[src/rtl/dse_pkg.sv]
// Shared types and constants for the digit spike encoder: FSM state encoding,
// index/counter widths and the drop-counter saturation value.
package dse_pkg;

  localparam int DEF_PIXELS = 25;
  localparam int DEF_LABELS = 10;

  // Width of a 1-based index able to hold 0..n
  function automatic int idx_w(input int n);
    return $clog2(n + 1);
  endfunction

  localparam int ADDR_W = idx_w(DEF_PIXELS);
  localparam int LIDX_W = idx_w(DEF_LABELS);
  localparam int CNT_W  = 8;
  localparam int DROP_W = 8;
  localparam logic [DROP_W-1:0] DROP_SAT = 8'd255;

  typedef enum logic [2:0] {
    ST_IDLE  = 3'd0,
    ST_SCAN  = 3'd1,
    ST_GAP   = 3'd2,
    ST_LAG   = 3'd3,
    ST_LABEL = 3'd4,
    ST_DONE  = 3'd5
  } dse_state_t;

endpackage

[src/rtl/dse_if.sv]
// Pattern-in / spike-out bundle of the digit spike encoder. Inputs are single-cycle
// pulses with no backpressure; every output strobe is a one-cycle event, at most one per cycle.
interface dse_if import dse_pkg::*; #(
  parameter int P_PIXELS = DEF_PIXELS,
  parameter int P_LABELS = DEF_LABELS
) ();

  localparam int AW = idx_w(P_PIXELS);
  localparam int LW = idx_w(P_LABELS);

  logic [P_PIXELS:1]  i_test_vector;
  logic [P_LABELS:1]  i_label;
  logic               o_busy;
  logic               o_spike_valid;
  logic [AW-1:0]      o_spike_addr;
  logic               o_label_valid;
  logic [LW-1:0]      o_label_idx;
  logic               o_label_err;
  logic               o_pattern_done;
  logic [DROP_W-1:0]  o_drop_count;
  dse_state_t         o_state;

  modport master (
    output i_test_vector, i_label,
    input  o_busy, o_spike_valid, o_spike_addr, o_label_valid, o_label_idx,
           o_label_err, o_pattern_done, o_drop_count, o_state
  );

  modport slave (
    input  i_test_vector, i_label,
    output o_busy, o_spike_valid, o_spike_addr, o_label_valid, o_label_idx,
           o_label_err, o_pattern_done, o_drop_count, o_state
  );

endinterface

[src/rtl/dse_lowest_set.sv]
// Priority encoder: 1-based index of the lowest set bit of a [W:1] vector,
// 0 when the vector is empty, plus an any-set flag.
module dse_lowest_set #(
  parameter int W = 8
) (
  input  logic [W:1]               vec,
  output logic [$clog2(W+1)-1:0]   idx,
  output logic                     any
);

  localparam int IW = $clog2(W + 1);

  // Scan downward so the last hit written is the lowest index
  always_comb begin
    idx = '0;
    for (int i = W; i >= 1; i--) begin
      if (vec[i]) idx = IW'(i);
    end
  end

  assign any = |vec;

endmodule

[src/rtl/digit_spike_encoder.sv]
// Captures a digit pattern + one-hot label pulse and replays it as address-event
// pixel spikes followed by a label spike. DSE_DROP_COUNT_EN enables the drop counter.
module digit_spike_encoder import dse_pkg::*; #(
  parameter int P_PIXELS    = DEF_PIXELS,
  parameter int P_LABELS    = DEF_LABELS,
  parameter int P_SPIKE_GAP = 4,
  parameter int P_LABEL_LAG = 2
) (
  input  logic   i_clk,
  input  logic   i_rst,
  dse_if.slave   bus
);

  localparam int AW = idx_w(P_PIXELS);
  localparam int LW = idx_w(P_LABELS);
  localparam logic [CNT_W-1:0] GAP_LOAD = CNT_W'(P_SPIKE_GAP);
  localparam logic [CNT_W-1:0] LAG_LOAD = CNT_W'(P_LABEL_LAG);

  dse_state_t         state, state_nx;
  logic [P_PIXELS:1]  pix_sh, pix_rem;
  logic [P_LABELS:1]  lbl_sh;
  logic [CNT_W-1:0]   cnt;
  logic [AW-1:0]      pix_idx;
  logic [LW-1:0]      lbl_idx;
  logic               pix_any, lbl_any, lbl_multi;
  logic               pattern, accept;

  logic               busy_d, spike_valid_d, label_valid_d, label_err_d, done_d;
  logic [AW-1:0]      spike_addr_d;
  logic [LW-1:0]      label_idx_d;
  logic               busy_q, spike_valid_q, label_valid_q, label_err_q, done_q;
  logic [AW-1:0]      spike_addr_q;
  logic [LW-1:0]      label_idx_q;

  dse_lowest_set #(.W(P_PIXELS)) u_pix_enc (.vec(pix_sh), .idx(pix_idx), .any(pix_any));
  dse_lowest_set #(.W(P_LABELS)) u_lbl_enc (.vec(lbl_sh), .idx(lbl_idx), .any(lbl_any));

  assign pattern   = (|bus.i_test_vector) | (|bus.i_label);
  // The o_pattern_done cycle already sits in IDLE but must still refuse input
  assign accept    = pattern && (state == ST_IDLE) && !done_q;
  assign pix_rem   = pix_sh & (pix_sh - P_PIXELS'(1));
  assign lbl_multi = |(lbl_sh & (lbl_sh - P_LABELS'(1)));

  always_ff @(posedge i_clk) begin
    if (i_rst) state <= ST_IDLE;
    else       state <= state_nx;
  end

  // A zero gap/lag load skips the corresponding wait state entirely
  always_comb begin
    state_nx = state;
    unique case (state)
      ST_IDLE: begin
        if (accept) begin
          if (|bus.i_test_vector)   state_nx = ST_SCAN;
          else if (LAG_LOAD == '0)  state_nx = ST_LABEL;
          else                      state_nx = ST_LAG;
        end
      end
      ST_SCAN: begin
        if (|pix_rem)               state_nx = (GAP_LOAD == '0) ? ST_SCAN : ST_GAP;
        else                        state_nx = (LAG_LOAD == '0) ? ST_LABEL : ST_LAG;
      end
      ST_GAP:   if (cnt <= CNT_W'(1)) state_nx = ST_SCAN;
      ST_LAG:   if (cnt <= CNT_W'(1)) state_nx = ST_LABEL;
      ST_LABEL: state_nx = ST_DONE;
      ST_DONE:  state_nx = ST_IDLE;
      default:  state_nx = ST_IDLE;
    endcase
  end

  always_comb begin
    busy_d        = (state != ST_IDLE);
    spike_valid_d = 1'b0;
    spike_addr_d  = '0;
    label_valid_d = 1'b0;
    label_idx_d   = '0;
    label_err_d   = 1'b0;
    done_d        = 1'b0;
    unique case (state)
      ST_SCAN: begin
        spike_valid_d = pix_any;
        spike_addr_d  = pix_idx;
      end
      ST_LABEL: begin
        label_valid_d = lbl_any;
        label_idx_d   = lbl_idx;
        label_err_d   = lbl_any && lbl_multi;
      end
      ST_DONE: done_d = 1'b1;
      default: ;
    endcase
  end

  always_ff @(posedge i_clk) begin
    if (i_rst) begin
      busy_q        <= 1'b0;
      spike_valid_q <= 1'b0;
      spike_addr_q  <= '0;
      label_valid_q <= 1'b0;
      label_idx_q   <= '0;
      label_err_q   <= 1'b0;
      done_q        <= 1'b0;
    end else begin
      busy_q        <= busy_d;
      spike_valid_q <= spike_valid_d;
      spike_addr_q  <= spike_addr_d;
      label_valid_q <= label_valid_d;
      label_idx_q   <= label_idx_d;
      label_err_q   <= label_err_d;
      done_q        <= done_d;
    end
  end

  always_ff @(posedge i_clk) begin
    if (i_rst) begin
      pix_sh <= '0;
      lbl_sh <= '0;
      cnt    <= '0;
    end else begin
      unique case (state)
        ST_IDLE: begin
          if (accept) begin
            pix_sh <= bus.i_test_vector;
            lbl_sh <= bus.i_label;
            cnt    <= LAG_LOAD;
          end
        end
        ST_SCAN: begin
          pix_sh <= pix_rem;
          cnt    <= (|pix_rem) ? GAP_LOAD : LAG_LOAD;
        end
        ST_GAP, ST_LAG: cnt <= cnt - CNT_W'(1);
        ST_DONE: lbl_sh <= '0;
        default: ;
      endcase
    end
  end

`ifdef DSE_DROP_COUNT_EN
  logic              drop;
  logic [DROP_W-1:0] drop_cnt;

  assign drop = pattern && !accept;

  always_ff @(posedge i_clk) begin
    if (i_rst)                              drop_cnt <= '0;
    else if (drop && (drop_cnt != DROP_SAT)) drop_cnt <= drop_cnt + DROP_W'(1);
  end

  assign bus.o_drop_count = drop_cnt;
`else
  assign bus.o_drop_count = '0;
`endif

  assign bus.o_busy         = busy_q;
  assign bus.o_spike_valid  = spike_valid_q;
  assign bus.o_spike_addr   = spike_addr_q;
  assign bus.o_label_valid  = label_valid_q;
  assign bus.o_label_idx    = label_idx_q;
  assign bus.o_label_err    = label_err_q;
  assign bus.o_pattern_done = done_q;
  assign bus.o_state        = state;

endmodule

[src/flat_wrapper.sv]
// flat-port wrapper written by rule: the top's interface ports become plain ports
module digit_spike_encoder_flat import dse_pkg::*;
#(
  parameter int P_PIXELS    = DEF_PIXELS,
  parameter int P_LABELS    = DEF_LABELS,
  parameter int P_SPIKE_GAP = 4,
  parameter int P_LABEL_LAG = 2
)
  (i_clk, i_rst, bus_i_test_vector, bus_i_label, bus_o_busy, bus_o_spike_valid, bus_o_spike_addr, bus_o_label_valid, bus_o_label_idx, bus_o_label_err, bus_o_pattern_done, bus_o_drop_count, bus_o_state);
  dse_if #(.P_PIXELS(P_PIXELS), .P_LABELS(P_LABELS)) bus_i ();
  input  logic i_clk;
  input  logic i_rst;
  input wire logic [$bits(bus_i.i_test_vector)-1:0] bus_i_test_vector;
  input wire logic [$bits(bus_i.i_label)-1:0] bus_i_label;
  output wire logic [$bits(bus_i.o_busy)-1:0] bus_o_busy;
  output wire logic [$bits(bus_i.o_spike_valid)-1:0] bus_o_spike_valid;
  output wire logic [$bits(bus_i.o_spike_addr)-1:0] bus_o_spike_addr;
  output wire logic [$bits(bus_i.o_label_valid)-1:0] bus_o_label_valid;
  output wire logic [$bits(bus_i.o_label_idx)-1:0] bus_o_label_idx;
  output wire logic [$bits(bus_i.o_label_err)-1:0] bus_o_label_err;
  output wire logic [$bits(bus_i.o_pattern_done)-1:0] bus_o_pattern_done;
  output wire logic [$bits(bus_i.o_drop_count)-1:0] bus_o_drop_count;
  output wire logic [$bits(bus_i.o_state)-1:0] bus_o_state;
  assign bus_i.i_test_vector = bus_i_test_vector;
  assign bus_i.i_label = bus_i_label;
  assign bus_o_busy = bus_i.o_busy;
  assign bus_o_spike_valid = bus_i.o_spike_valid;
  assign bus_o_spike_addr = bus_i.o_spike_addr;
  assign bus_o_label_valid = bus_i.o_label_valid;
  assign bus_o_label_idx = bus_i.o_label_idx;
  assign bus_o_label_err = bus_i.o_label_err;
  assign bus_o_pattern_done = bus_i.o_pattern_done;
  assign bus_o_drop_count = bus_i.o_drop_count;
  assign bus_o_state = bus_i.o_state;
  digit_spike_encoder #(.P_PIXELS(P_PIXELS), .P_LABELS(P_LABELS), .P_SPIKE_GAP(P_SPIKE_GAP), .P_LABEL_LAG(P_LABEL_LAG)) u_core (.i_clk(i_clk), .i_rst(i_rst), .bus(bus_i));
endmodule
[config.mk]
export PLATFORM = sky130hd
export DESIGN_NAME = digit_spike_encoder_flat
export DESIGN_NICKNAME = d
export VERILOG_FILES = /design/src/rtl/dse_pkg.sv /design/src/rtl/dse_if.sv /design/src/rtl/dse_lowest_set.sv /design/src/rtl/digit_spike_encoder.sv /design/src/flat_wrapper.sv
export SDC_FILE = /design/constraint.sdc
export NUM_CORES = 1
export LEC_CHECK = 0
export CORE_ASPECT_RATIO = 1.2
export CORE_MARGIN = 2
export CORE_UTILIZATION = 40
export DETAILED_ROUTE_END_ITERATION = 8
export GPL_TIMING_DRIVEN = 1
export PLACE_DENSITY = 0.72
export SYNTH_ARGS = -nofsm -noshare
export SYNTH_HDL_FRONTEND = slang
export SYNTH_HIERARCHICAL = 1
export SYNTH_SLANG_ARGS = --single-unit
[constraint.sdc]
create_clock -name i_clk -period 3.75 [get_ports i_clk]
set_input_delay 0.5625 -clock i_clk [delete_from_list [all_inputs] [get_ports i_clk]]
set_output_delay 0.5625 -clock i_clk [all_outputs]
set_load 0.01 [all_outputs]
=== After elaboration in Yosys (flattened, before gate mapping) ===
Index checks and enable logic that the tools add are counted.

* Bits in writable memories: 0
* Register bits: 60
* Word-level logic and storage cells: 113
* ROM bits: 0
* Bits of input ports: 37
* Latch bits: 0
* Memories: 0

* Reduce and logical (&&, ||, !) cells: 29
* Multiplexer cells: 49
* Equal/unequal tests: 8
* Add/sub/neg operators: 3
* Div/mod/pow operators: 0
* Bitwise operators: 5
* Shift-type cells: 0
* Multipliers: 0
* Magnitude comparators: 1

{| class="wikitable"
|+ Operators by type and width
! operator !! number
|-
| OR reduction 25 bit || 3
|-
| 2-to-1 mux 5 bit || 10
|-
| case mux 25 bit (2 select lines) || 1
|-
| 2-to-1 mux 4 bit || 11
|-
| 2-to-1 mux 3 bit || 12
|-
| OR reduction 10 bit || 3
|-
| bitwise AND 25 bit || 1
|-
| 2-to-1 mux 25 bit || 1
|-
| subtractor 25 x 1 -> 25 bit, second input constant || 1
|-
| case mux 8 bit (3 select lines) || 1
|-
| case mux 10 bit (2 select lines) || 1
|-
| OR reduction 9 bit || 2
|-
| OR reduction 17 bit || 1
|-
| case mux 3 bit (5 select lines) || 1
|-
| bitwise AND 10 bit || 1
|-
| 2-to-1 mux 10 bit || 1
|-
| 2-to-1 mux 2 bit || 5
|-
| OR reduction 5 bit || 2
|-
| subtractor 10 x 1 -> 10 bit, second input constant || 1
|-
| less-or-equal comparator 8 x 1 -> 1 bit, second input constant || 1
|-
| 2-to-1 mux 8 bit || 1
|-
| subtractor 8 x 1 -> 8 bit, second input constant || 1
|-
| == test 3 x 2 -> 1 bit, second input constant || 2
|-
| == test 3 bit, second input constant || 2
|-
| other kinds (14) || 29
|}

=== Depth between registers and ports, before layout ===
Gate-level depths: netlist (run 1).

* Depth after elaboration: 25
* Depth in mapped cells: 8
* Gate-level depth less buffers: 7

=== Cells and area by module ===
The synthesis (run 1) kept the hierarchy.

{| class="wikitable"
|+ Modules (own cells, without submodules)
! module !! area an instance (um^2) !! times used !! cells each
|-
| digit_spike_encoder || 2979.1 || 1 || 375
|-
| dse_lowest_set at u_core.u_pix_enc || 324.1 || 1 || 55
|-
| dse_lowest_set at u_core.u_lbl_enc || 117.6 || 1 || 18
|}

=== Worst setup path before layout (run 1) ===
OpenSTA, ideal clock, no wires.

* Path kind: reg-to-reg
* Start: register u_core/pix_sh[14] (netlist bit)
* End: register u_core.cnt[2]
* Path buffers: 0
* Required time: 3.635 ns
* Arrival time: 2.188 ns
* Clock period less this slack: 2.303 ns
* Stages on the path, launching flop included: 7
* Path slack: 1.447 ns
* Cells stage by stage: dfxtp_1 or4_4 or4_4 o31a_1 nor4b_4 a311oi_1 o21ba_1

* Word-level cells in the longest chain between the ends: 5

{| class="wikitable"
|+ RTL lines
! item !! RTL line !! RTL
|-
| start: declaration || digit_spike_encoder.sv:20 || <nowiki>logic [P_PIXELS:1] pix_sh, pix_rem;</nowiki>
|-
| start signal: assignment || digit_spike_encoder.sv:124 || <nowiki>pix_sh <= bus.i_test_vector;</nowiki>
|-
| start signal: assignment || digit_spike_encoder.sv:130 || <nowiki>pix_sh <= pix_rem;</nowiki>
|-
| subtractor 25 x 1 -> 25 bit || digit_spike_encoder.sv:41 || <nowiki>assign pix_rem = pix_sh & (pix_sh - P_PIXELS'(1));</nowiki>
|-
| bitwise AND 25 bit * || digit_spike_encoder.sv:41 ||
|-
| OR reduction 25 bit * || digit_spike_encoder.sv:131 || <nowiki>cnt <= (|pix_rem) ? GAP_LOAD : LAG_LOAD;</nowiki>
|-
| 2-to-1 mux 3 bit * || digit_spike_encoder.sv:131 ||
|-
| case mux 8 bit (3 select lines) * || digit_spike_encoder.sv:121 || <nowiki>unique case (state)</nowiki>
|-
| end signal: assignment || digit_spike_encoder.sv:131 ||
|-
| end signal: assignment || digit_spike_encoder.sv:133 || <nowiki>ST_GAP, ST_LAG: cnt <= cnt - CNT_W'(1);</nowiki>
|-
| end: declaration || digit_spike_encoder.sv:22 || <nowiki>logic [CNT_W-1:0] cnt;</nowiki>
|}

Mark *: on every way between the ends. The rest lies on a longest branch, timed or not.
A chain may end at the register's enable or synchronous reset.

=== Worst setup path in the final report (run 1) ===
* Start: input port bus_i_test_vector[18]
* End: register u_core/pix_sh[22] (netlist bit)

* Word-level cells in the longest chain between the ends: 6

{| class="wikitable"
|+ RTL lines
! item !! RTL line !! RTL
|-
| start: declaration || flat_wrapper.sv:13 || <nowiki>input wire logic [$bits(bus_i.i_test_vector)-1:0] bus_i_test_vector;</nowiki>
|-
| OR reduction 25 bit || digit_spike_encoder.sv:38 || <nowiki>assign pattern = (|bus.i_test_vector) | (|bus.i_label);</nowiki>
|-
| OR 1 bit || digit_spike_encoder.sv:38 ||
|-
| logical AND 1 bit (2 in series) || digit_spike_encoder.sv:40 || <nowiki>assign accept = pattern && (state == ST_IDLE) && !done_q;</nowiki>
|-
| != test 2 x 1 -> 1 bit (no source line) || -- ||
|-
| AND reduction 2 bit (no source line) || -- ||
|}

No other way between the ends.

==> metrics.md, run 1 <==
| Metric | Value |
|---|---|
| LEAKAGE | `0.001522 uW` |
| Die Wd | `88.42 microns` |
| Initial core utilization | `41.73%` |
| Worst min path class | `flop to flop` |
| CTS tree | `done` |
| H-tree depth | `3` |
| Crit end category | `flop` |
| Arr. time, crit path | `3.22 ns` |
| TritonRoute pass-1 iters | `5` |
| # diodes | `0` |
| Post-synthesis register bit count | `60` |
| Vias per cell | `5.741` |
| Min Clock Period, post-route | `2.941 ns` |
| First-pass GRT wire length | `15470 microns` |
| Worst R2R Start | `u_core/pix_sh[10]` |
| Total global-route track usage | `20.92%` |
| Clock Latency Late Sink | `0.35 ns` |
| RSZ-0062 raised after global routing | `no` |
| Final setup fails | `0` |
| Register area share after synthesis | `35.11%` |
| R2r setup slk | `1.19 ns` |
| R2r endpoint | `u_core/cnt[2]` |
| Pwr dens | `896.6 nW/um^2` |
| Share of cells above drive strength 1 | `6.362%` |
| Port bufs | `53` |
| PostCTS Resize Cnt | `0` |
| Hold Fails Final Rpt | `0` |
| Peak supply drop | `333.6 uV` |
| Post-CTS Setup Bufs | `0` |
| Placed Instance Area | `4038 sq um` |
| Post-DP HPWL | `6792 microns` |
| Netlist Area Pre-Place | `3421 sq um` |
| Fin util | `51.50%` |
| Slew margin rel. | `51.15%` |
| Reg2reg path depth | `6` |
| CTS root buffer | `clkbuf_8` |
| Startpoint types | `input port` |
| Placed Cells | `602` |
| Clk_skew | `0.01023 ns` |
| Largest net degree at the start of global routing | `35` |
| Number of remaining DRC errors | `0` |
| Synth warn | `6` |
| Hold Crit Start | `u_core/cnt[5]` |
| Initial antenna violation count | `0` |
| Status | `finished clean` |
| EDFF count, synth | `0` |
| Max-Cap Viols | `0` |
| Slew @ Worst Pin | `0.7271 ns` |
| Clock Sinks | `60` |
| Vias in the first global route | `3240` |
| CP Max Fanout | `14` |
| Worst-path clk slew | `0.06 ns` |
| Core Area | `8198 sq um` |
| CTS Hold Bufs | `0` |
| Setup TNS | `0 ns` |
| Top Ports | `62` |
| Ys flop type | `dfxtp_1` |
| Cell Count, Final, Fillers Out | `617` |
| Commonest non-fill, non-tap cell in the layout | `dfxtp_1` |
| Area delta synth->final | `23.41%` |
| Chip height | `105.3 microns` |
| Placer Congestion | `0.9180` |
| Drt wl/cell | `15.28 microns` |
| Mapped Cells | `448` |
| Worst path required time | `4.03 ns` |
| Worst hold stages | `2` |
| Worst Hold Path EP | `u_core/cnt[5]` |
| Final Slew Violations | `0` |
| Starting DRC count in detailed routing | `268` |
| Routed Antenna Nets | `0` |
| Number of core rows | `36` |
| Hold Slack | `0.5161 ns` |
| Post-route design area | `4222 sq um` |
| GRT Residual Overflow | `0` |
| Most frequent cells in the layout | `60 x dfxtp_1, 53 x clkdlybuf4s50_1, 52 x nor2_1` |
| Post-synthesis async set-or-reset flop share | `0%` |
| Nets | `538` |
| WL final | `9428 microns` |
| CTS Buffer Depth | `2` |
| Cts bufs inserted | `9` |
| Unique cell type count in the Yosys netlist | `58` |
| Fmax | `0.3400 GHz` |
| Die Area | `9311 sq um` |
| Crit share post-route | `78.44%` |
| Crit Path Class | `input port to flop` |
| Avg Inst Size Synth | `7.636 sq um` |
| Vias | `3542` |
-- layer usage --
layer / GRT usage, % / routed length, microns / vias to the layer above
li1: - / - / 1740
met1: 28.54 / 4206 / 1665
met2: 31.36 / 4451 / 125
met3: 5.168 / 578 / 12
met4: 8.442 / 191 / 0
met5: 0 / 0 / -
-- worst max-delay path, cell delays in order --
cell and delay (ns):
clkdlybuf4s50_1 0.42, nor4_1 0.37, nand4_1 0.32, o311a_1 0.60, nor2_1 0.58, o21ai_0 0.19
a21oi_1 0.17
-- final cells by class --
class / instances / area, sq um
Fill cell: 812 / 3976
Multi-Input combinational cell: 359 / 2081
Sequential cell: 60 / 1201
Timing Repair Buffer: 59 / 575.6
Clock buffer: 13 / 148.9
Tap cell: 114 / 142.6
Inverter: 10 / 37.54
Clock inverter: 2 / 35.03
-- flip-flops by register name (all words and copies together), names as in the netlist --
signal and flops:
u_core/bus.o_busy 1, u_core/bus.o_spike_valid 1, u_core/lbl_sh 10, u_core/bus.o_pattern_done 1, u_core/bus.o_spike_addr 5, u_core/bus.o_label_idx 4
u_core/bus.o_state 3, u_core/bus.o_label_valid 1, u_core/bus.o_label_err 1, u_core/cnt 8, u_core/pix_sh 25
-- worst max path at each step --
stage / startpoint / endpoint / slack, ns / depth (start not counted)
2_1_floorplan: u_core/pix_sh[14] / u_core/cnt[2] / 1.45 / 6
3_3_place_gp: bus_i_test_vector[18] / u_core/pix_sh[22] / 0.54 / 7
3_5_place_dp: bus_i_test_vector[18] / u_core/pix_sh[21] / 0.40 / 7
4_1_cts: bus_i_test_vector[18] / u_core/pix_sh[21] / 0.77 / 7
5_1_grt: bus_i_test_vector[18] / u_core/pix_sh[15] / 0.52 / 7
6_report: bus_i_test_vector[18] / u_core/pix_sh[22] / 0.81 / 7
-- synth_stat cells, drive strengths merged, types with 2 or more instances --
library cell	n	area share, %
a22oi	10	2.2
o31ai	4	0.88
o22ai	2	0.37
nand3	15	2.2
or3	10	1.8
a21oi	35	5.1
o21bai	2	0.44
nor2b	6	1.1
a2111oi	3	0.77
nor2	53	5.9
nand2	39	4.3
maj3	3	0.88
dfxtp	60	35
nand2b	5	0.91
o311ai	4	1.0
or4	10	2.5
xnor2	5	1.3
buf	8	1.8
ha	2	0.73
nor4	17	3.5
clkbuf	18	2.0
a41oi	2	0.51
o31a	7	1.8
a211oi	4	0.88
inv	10	1.1
or2	3	0.55
nand4	6	1.1
and2	14	2.6
nor3	26	4.3
o21a	5	1.1
o21ai	40	5.9
a31oi	3	0.55
-- logic make-up after synthesis --
family / Yosys count / synth area share, %
buffers and inverters: 36 / 4.828
adders and majority gates: 5 / 1.609
muxes: 2 / 0.6218
DFF: 60 / 35.11
other: 1 / 0.1096
xor gates and xnor gates: 6 / 1.536
AOI/OAI and AO/OA: 128 / 23.45
and+or+nand+nor: 210 / 32.74
-- report_power, final --
| group | internal, uW | total [uW] | switching, uW |
|---|---|---|---|
| clock network | 321 | 577 | 256 |
| registers | 837 | 1180 | 340 |
| logic | 912 | 2030 | 1120 |
| total | 2070 | 3790 | 1710 |
-- stage by stage --
stage / worst slack (ns) / total power, uW
after floorplan: 1.447 / 2641
after global placement: 0.5407 / 3133
after detailed placement: 0.3991 / 3180
after CTS: 0.7718 / 3769
after global routing: 0.5171 / 4098
final: 0.8086 / 3785
No activity file was read; power rests on OpenSTA's default activity.
==> run 2, diff against run 1 <==
--- a/config.mk
+++ b/config.mk
@@ -10,7 +10,7 @@
 export CORE_UTILIZATION = 40
 export DETAILED_ROUTE_END_ITERATION = 8
 export GPL_TIMING_DRIVEN = 1
-export PLACE_DENSITY = 0.72
+export PLACE_DENSITY = 0.74
 export SYNTH_ARGS = -nofsm -noshare
 export SYNTH_HDL_FRONTEND = slang
 export SYNTH_HIERARCHICAL = 1
==> constraint.sdc (replaced) <==
create_clock -name i_clk -period 2.46 [get_ports i_clk]
set_input_delay 0.369 -clock i_clk [delete_from_list [all_inputs] [get_ports i_clk]]
set_output_delay 0.369 -clock i_clk [all_outputs]
set_load 0.01 [all_outputs]
==> run 2 against run 1 <==
Clock skew is 0.0024 ns lower. Sequential share of layout area is 1.5 points lower. Hold slack better by 0.0013 ns. Final cell count is 4.7% higher. Combinational power is 71% higher. Critical endpoint is now u_core/cnt[2].
==> metrics.md, run 2 (same netlist as run 1, synthesis figures left out) <==
| Metric | Value |
|---|---|
| CTS tree | `done` |
| Cts bufs inserted | `9` |
| Status | `finished clean` |
| Placed Instance Area | `4248 sq um` |
| CTS Buffer Depth | `2` |
| Number of core rows | `36` |
| Switching Fraction | `44.05%` |
| Post-CTS Setup Bufs | `0` |
| Share of cells above drive strength 1 | `11.84%` |
| Max reg flops | `25` |
| Clock Latency Late Sink | `0.35 ns` |
| Critical Path End | `u_core/cnt[2]` |
| Total global-route track usage | `21.12%` |
| Final Slew Violations | `0` |
| Pwr dens | `1368 nW/um^2` |
| Die Wd | `88.42 microns` |
| Nets | `566` |
| Routed Antenna Nets | `0` |
| Worst min path class | `flop to flop` |
| TritonRoute pass-1 iters | `5` |
| Worst path required time | `2.70 ns` |
| CTS Hold Bufs | `0` |
| Crit end category | `flop` |
| Logic pwr share | `57.0%` |
| Placer Congestion | `0.8566` |
| Seq pwr share | `26.9%` |
| Pre-CTS setup slack | `-0.09776 ns` |
| Worst R2R Start | `u_core/pix_sh[14]` |
| Hold Fails Final Rpt | `0` |
| Commonest non-fill, non-tap cell in the layout | `dfxtp_1` |
| RSZ-0062 raised after global routing | `no` |
| Top flop regs | `u_core/pix_sh (25), u_core/lbl_sh (10), u_core/cnt (8)` |
| Clock Sinks | `60` |
| Chip height | `105.3 microns` |
| Hold Crit Start | `u_core/cnt[5]` |
| Vias per cell | `5.622` |
| Clk_skew | `0.007832 ns` |
| Die Area | `9311 sq um` |
| Most frequent cells in the layout | `60 x dfxtp_1, 53 x clkdlybuf4s50_1, 52 x nor2_1` |
| Vias in the first global route | `3369` |
| WL final | `9562 microns` |
| First-pass GRT wire length | `15640 microns` |
| CP Max Fanout | `3` |
| PostCTS Resize Cnt | `0` |
| Min Clock Period, post-route | `2.356 ns` |
| R2r endpoint | `u_core/cnt[2]` |
| Port bufs | `53` |
| Crit share post-route | `95.79%` |
| Worst-path clk slew | `0.07 ns` |
| # diodes | `0` |
| Final Total Pwr | `6107 uW` |
| Setup TNS | `0 ns` |
| Reg2reg path depth | `6` |
| Final setup fails | `0` |
| Largest net degree at the start of global routing | `29` |
| Post-route design area | `4464 sq um` |
| Number of remaining DRC errors | `0` |
| Area delta synth->final | `30.50%` |
| CP Launch Point | `u_core/pix_sh[14]` |
| Final critical-path setup slack | `0.1037 ns` |
| Initial antenna violation count | `0` |
| Vias | `3632` |
| Drt wl/cell | `14.80 microns` |
| Biggest register | `u_core/pix_sh` |
| H-tree depth | `3` |
| LEAKAGE | `0.001673 uW` |
| Fmax | `0.4244 GHz` |
| Top Ports | `62` |
| Core Area | `8198 sq um` |
| R2r setup slk | `0.10 ns` |
| Max-Cap Viols | `0` |
| Layout fillers | `768` |
| Psw | `2690 uW` |
| Startpoint types | `flop` |
| Clock network power share | `16.1%` |
| Arr. time, crit path | `2.60 ns` |
| Crit Path Class | `flop to flop` |
| Post-DP HPWL | `7006 microns` |
| Internal Pwr Total | `3417 uW` |
| CTS root buffer | `clkbuf_8` |
| Slew @ Worst Pin | `0.6809 ns` |
| Peak supply drop | `597.6 uV` |
| Hold Slack | `0.5174 ns` |
| GRT Residual Overflow | `0` |
| Slew margin rel. | `54.25%` |
| Starting DRC count in detailed routing | `310` |
| Initial core utilization | `41.73%` |
[run 2: changes by cell type in the layout (fill, tap and decap cells not counted), sizes merged]
cell	delta
bufinv	+1
clkinv	+1
buf	+28
clkbuf	-3
clkinvlp	+2
[run 2: worst min path at each step]
stage	end	depth (start not counted)
2_1_floorplan	u_core/lbl_sh[10]	2
3_3_place_gp	u_core/lbl_sh[10]	2
3_5_place_dp	u_core/cnt[5]	2
4_1_cts	u_core/lbl_sh[9]	2
5_1_grt	u_core/lbl_sh[10]	2
6_report	u_core/cnt[5]	2
[run 2: layout make-up]
type / instances / area [sq um] / share of cell area, %
Tap cell: 114 / 142.6 / 3.195
Timing Repair Buffer: 87 / 785.8 / 17.60
Clock inverter: 6 / 88.84 / 1.990
Multi-Input combinational cell: 359 / 2081 / 46.61
Clock buffer: 10 / 127.6 / 2.859
Inverter: 10 / 37.54 / 0.8408
Sequential cell: 60 / 1201 / 26.91
[run 2: power by group through the flow]
stage	logic [uW]	clock network [uW]	registers (uW)
after floorplan	2380	0	1650
after global placement	3300	0	1640
after detailed placement	3400	0	1650
after CTS	3440	1000	1630
after global routing	3850	1050	1690
final	3480	984	1640
[run 2: layer usage]
layer	GRT usage, %	routed length (microns)	vias to the layer above
li1	-	-	1791
met1	26.87	4203	1667
met2	34.37	4472	155
met3	4.150	654	19
met4	8.766	232	0
met5	0	0	-
[run 2: stage by stage]
stage	cells	utilization, %
2_1_floorplan	455	-
3_3_place_gp	630	51.82
5_1_grt	646	54.46
3_5_place_dp	630	51.82
4_1_cts	646	54.46
6_report	646	54.46
[run 2: critical path: stages, from the launching register on]
cell      delay [ns]
dfxtp_1         0.31
or4_4           0.54
or4_4           0.45
o31a_1          0.30
nor4b_4         0.32
a311oi_1        0.15
o21ba_1         0.19
==> run 3, diff against run 2 <==
--- a/config.mk
+++ b/config.mk
@@ -5,12 +5,15 @@
 export SDC_FILE = /design/constraint.sdc
 export NUM_CORES = 1
 export LEC_CHECK = 0
+export ABC_AREA = 1
+export CELL_PAD_IN_SITES_DETAIL_PLACEMENT = 1
+export CELL_PAD_IN_SITES_GLOBAL_PLACEMENT = 1
 export CORE_ASPECT_RATIO = 1.2
 export CORE_MARGIN = 2
-export CORE_UTILIZATION = 40
+export CORE_UTILIZATION = 33
 export DETAILED_ROUTE_END_ITERATION = 8
 export GPL_TIMING_DRIVEN = 1
-export PLACE_DENSITY = 0.74
+export PLACE_DENSITY = 0.84
 export SYNTH_ARGS = -nofsm -noshare
 export SYNTH_HDL_FRONTEND = slang
 export SYNTH_HIERARCHICAL = 1
==> run 3 against run 2 <==
Design area up 3.8%. Combinational power up 9.5%. Clock power up 25%. Critical endpoint unchanged.
==> metrics.md, run 3 <==
| Metric | Value |
|---|---|
| TritonRoute pass-1 iters | `7` |
| Share of cells above drive strength 1 | `7.784%` |
| Seq pwr share | `27.0%` |
| Area of the multi-input gates | `2087 sq um` |
| Post-synthesis async set-or-reset flop share | `0%` |
| RSZ-0062 raised after global routing | `no` |
| Clock network power share | `17.9%` |
| Netlist Area Pre-Place | `3697 sq um` |
| Core Area | `10980 sq um` |
| Arr. time, crit path | `2.26 ns` |
| Initial antenna violation count | `0` |
| Logic pwr share | `55.1%` |
| Post-CTS Setup Bufs | `0` |
| Final setup fails | `0` |
| Most frequent cells in the layout | `149 x nand2_1, 108 x nor2_1, 65 x inv_1` |
| Initial core utilization | `33.66%` |
| CP Max Fanout | `7` |
| Storage cell area | `1201 sq um` |
| LEAKAGE | `0.002071 uW` |
| Post-synthesis register bit count | `60` |
| Crit Path Class | `flop to flop` |
| Area delta synth->final | `25.35%` |
| Top Ports | `62` |
| Largest net degree at the start of global routing | `30` |
| Number of core rows | `42` |
| Top cells by area, synth | `dfxtp_1 32%, nand2_1 15%, nor2_1 11%` |
| Cts bufs inserted | `9` |
| Max-Cap Viols | `0` |
| Crit share post-route | `82.71%` |
| Top flop regs | `u_core/pix_sh (25), u_core/lbl_sh (10), u_core/cnt (8)` |
| CTS Hold Bufs | `0` |
| Chip height | `120.0 microns` |
| Unique cell type count in the Yosys netlist | `39` |
| Post-route design area | `4634 sq um` |
| PostCTS Resize Cnt | `0` |
| Placer Congestion | `0.9066` |
| Port bufs | `53` |
| Yosys top cell by area | `dfxtp_1` |
| Drt wl/cell | `14.61 microns` |
| Final Slew Violations | `0` |
| Clock Sinks | `60` |
| Startpoint types | `flop` |
| Commonest non-fill, non-tap cell in the layout | `nand2_1` |
| Number of remaining DRC errors | `0` |
| Internal Pwr Total | `3445 uW` |
| Synth warn | `6` |
| Placed Instance Area | `4349 sq um` |
| Final Total Pwr | `6904 uW` |
| Fin util | `42.20%` |
| Worst min path class | `flop to flop` |
| # diodes | `0` |
| Hold Fails Final Rpt | `0` |
| Max reg flops | `25` |
| GRT Residual Overflow | `0` |
| Vias in the first global route | `4262` |
| Setup TNS | `0 ns` |
| CTS tree | `done` |
| Mapped Cells | `608` |
| Routed Antenna Nets | `0` |
| Post-synth top area share | `32.49%` |
| Register area share after synthesis | `32.49%` |
| Top cells by count, synth | `149 x nand2_1, 108 x nor2_1, 65 x inv_1` |
| Biggest register | `u_core/pix_sh` |
| CTS root buffer | `clkbuf_16` |
| CTS Buffer Depth | `2` |
| Worst-path clk slew | `0.05 ns` |
| Avg Inst Size Synth | `6.081 sq um` |
| Die Wd | `100.6 microns` |
| Post-DP HPWL | `8984 microns` |
| Pwr dens | `1490 nW/um^2` |
| Layout fillers | `1459` |
| Count leader, synth | `nand2_1` |
| EDFF count, synth | `0` |
| Clock Latency Late Sink | `0.33 ns` |
| Crit end category | `flop` |
| Vias | `4078` |
| Peak supply drop | `447.6 uV` |
| Nets | `702` |
| Total global-route track usage | `20.31%` |
| WL final | `11690 microns` |
| R2r setup slk | `0.43 ns` |
| Ys flop type | `dfxtp_1` |
| Starting DRC count in detailed routing | `117` |
| Worst path required time | `2.68 ns` |
| H-tree depth | `3` |
| Clk_skew | `0.004236 ns` |
| Fmax | `0.4915 GHz` |
| Min Clock Period, post-route | `2.035 ns` |
| First-pass GRT wire length | `19490 microns` |
| Die Area | `12070 sq um` |
| Vias per cell | `5.098` |
| Psw | `3460 uW` |
| Switching Fraction | `50.11%` |
| Status | `finished clean` |
==> run 3: changes by cell type in the layout (fill, tap and decap cells not counted), sizes merged, moves of 9 or more <==
cell / change
or4: -10
a21oi: -14
nor2: +64
inv: +67
a31oi: +21
nand3: +38
or3: -9
a22oi: -10
and2: -13
buf: -27
nor3: -15
nor4: -16
nand2: +116
==> run 3: routing by layer <==
metal | track usage (%) | vias to the layer above | part of all wire (%)
li1 | - | 2050 | -
met1 | 22.04 | 1935 | 41
met2 | 37.88 | 72 | 54
met3 | 3.262 | 21 | 3.1
met4 | 8.990 | 0 | 2.5
met5 | 0 | - | 0
==> run 3: path summary, 6_finish.rpt <==
kind,from,endpoint,depth (start not counted)
worst max register to register,u_core/pix_sh[6],u_core/cnt[2],14
worst max-delay path,u_core/pix_sh[6],u_core/cnt[2],14
worst min-delay path,u_core/cnt[6],u_core/cnt[6],2
worst min register to register,u_core/cnt[6],u_core/cnt[6],2
==> run 3: worst max-delay path, cell delays in order, from the launching register on <==
cell and delay, ns:
dfxtp_1 0.38, nor2_1 0.18, nand2_1 0.09, nor2_1 0.28, nand3_1 0.18, nand2_1 0.09, nand2_1 0.05, inv_1 0.05
nand2_1 0.07, nor2_1 0.16, nand2_1 0.07, nand2_1 0.09, nand2_1 0.06, o21ai_1 0.12, inv_1 0.05
==> run 3: layout make-up <==
| cell class | count | share of cell area, % |
|---|---|---|
| clock buffer | 11 | 5.022 |
| sequential | 60 | 25.92 |
| timing repair buffer | 60 | 12.58 |
| clock inverter | 5 | 1.134 |
| multi-input combinational | 453 | 45.03 |
| inverter | 79 | 6.749 |
| tap | 132 | 3.564 |
==> run 3: metrics by stage <==
step,hold WS [ns],setup WS [ns],std cells
floorplan,0.4314,0.8287,615
global placement,0.4632,0.1356,784
detailed placement,0.4796,0.09566,784
CTS,0.4882,0.4288,800
global route,0.5037,0.1713,800
finish,0.4842,0.4253,800
==> run 3: cells by family after synthesis <==
group	count (synthesis)	synth area share [%]
buf+inv	102	11.78
simple gates	347	39.87
fa+ha+maj	2	0.6767
flops	60	32.49
other cells	1	0.1014
compound gates	92	14.15
xor+xnor	4	0.9477
==> run 3: power groups by stage <==
| stage | Sequential, uW | Clock, uW | Combinational, uW |
|---|---|---|---|
| global placement | 1850 | 0 | 3630 |
| finish | 1870 | 1230 | 3810 |
| global route | 1950 | 1300 | 4330 |
| floorplan | 1750 | 0 | 2800 |
| detailed placement | 1870 | 0 | 3780 |
| CTS | 1860 | 1260 | 3820 |
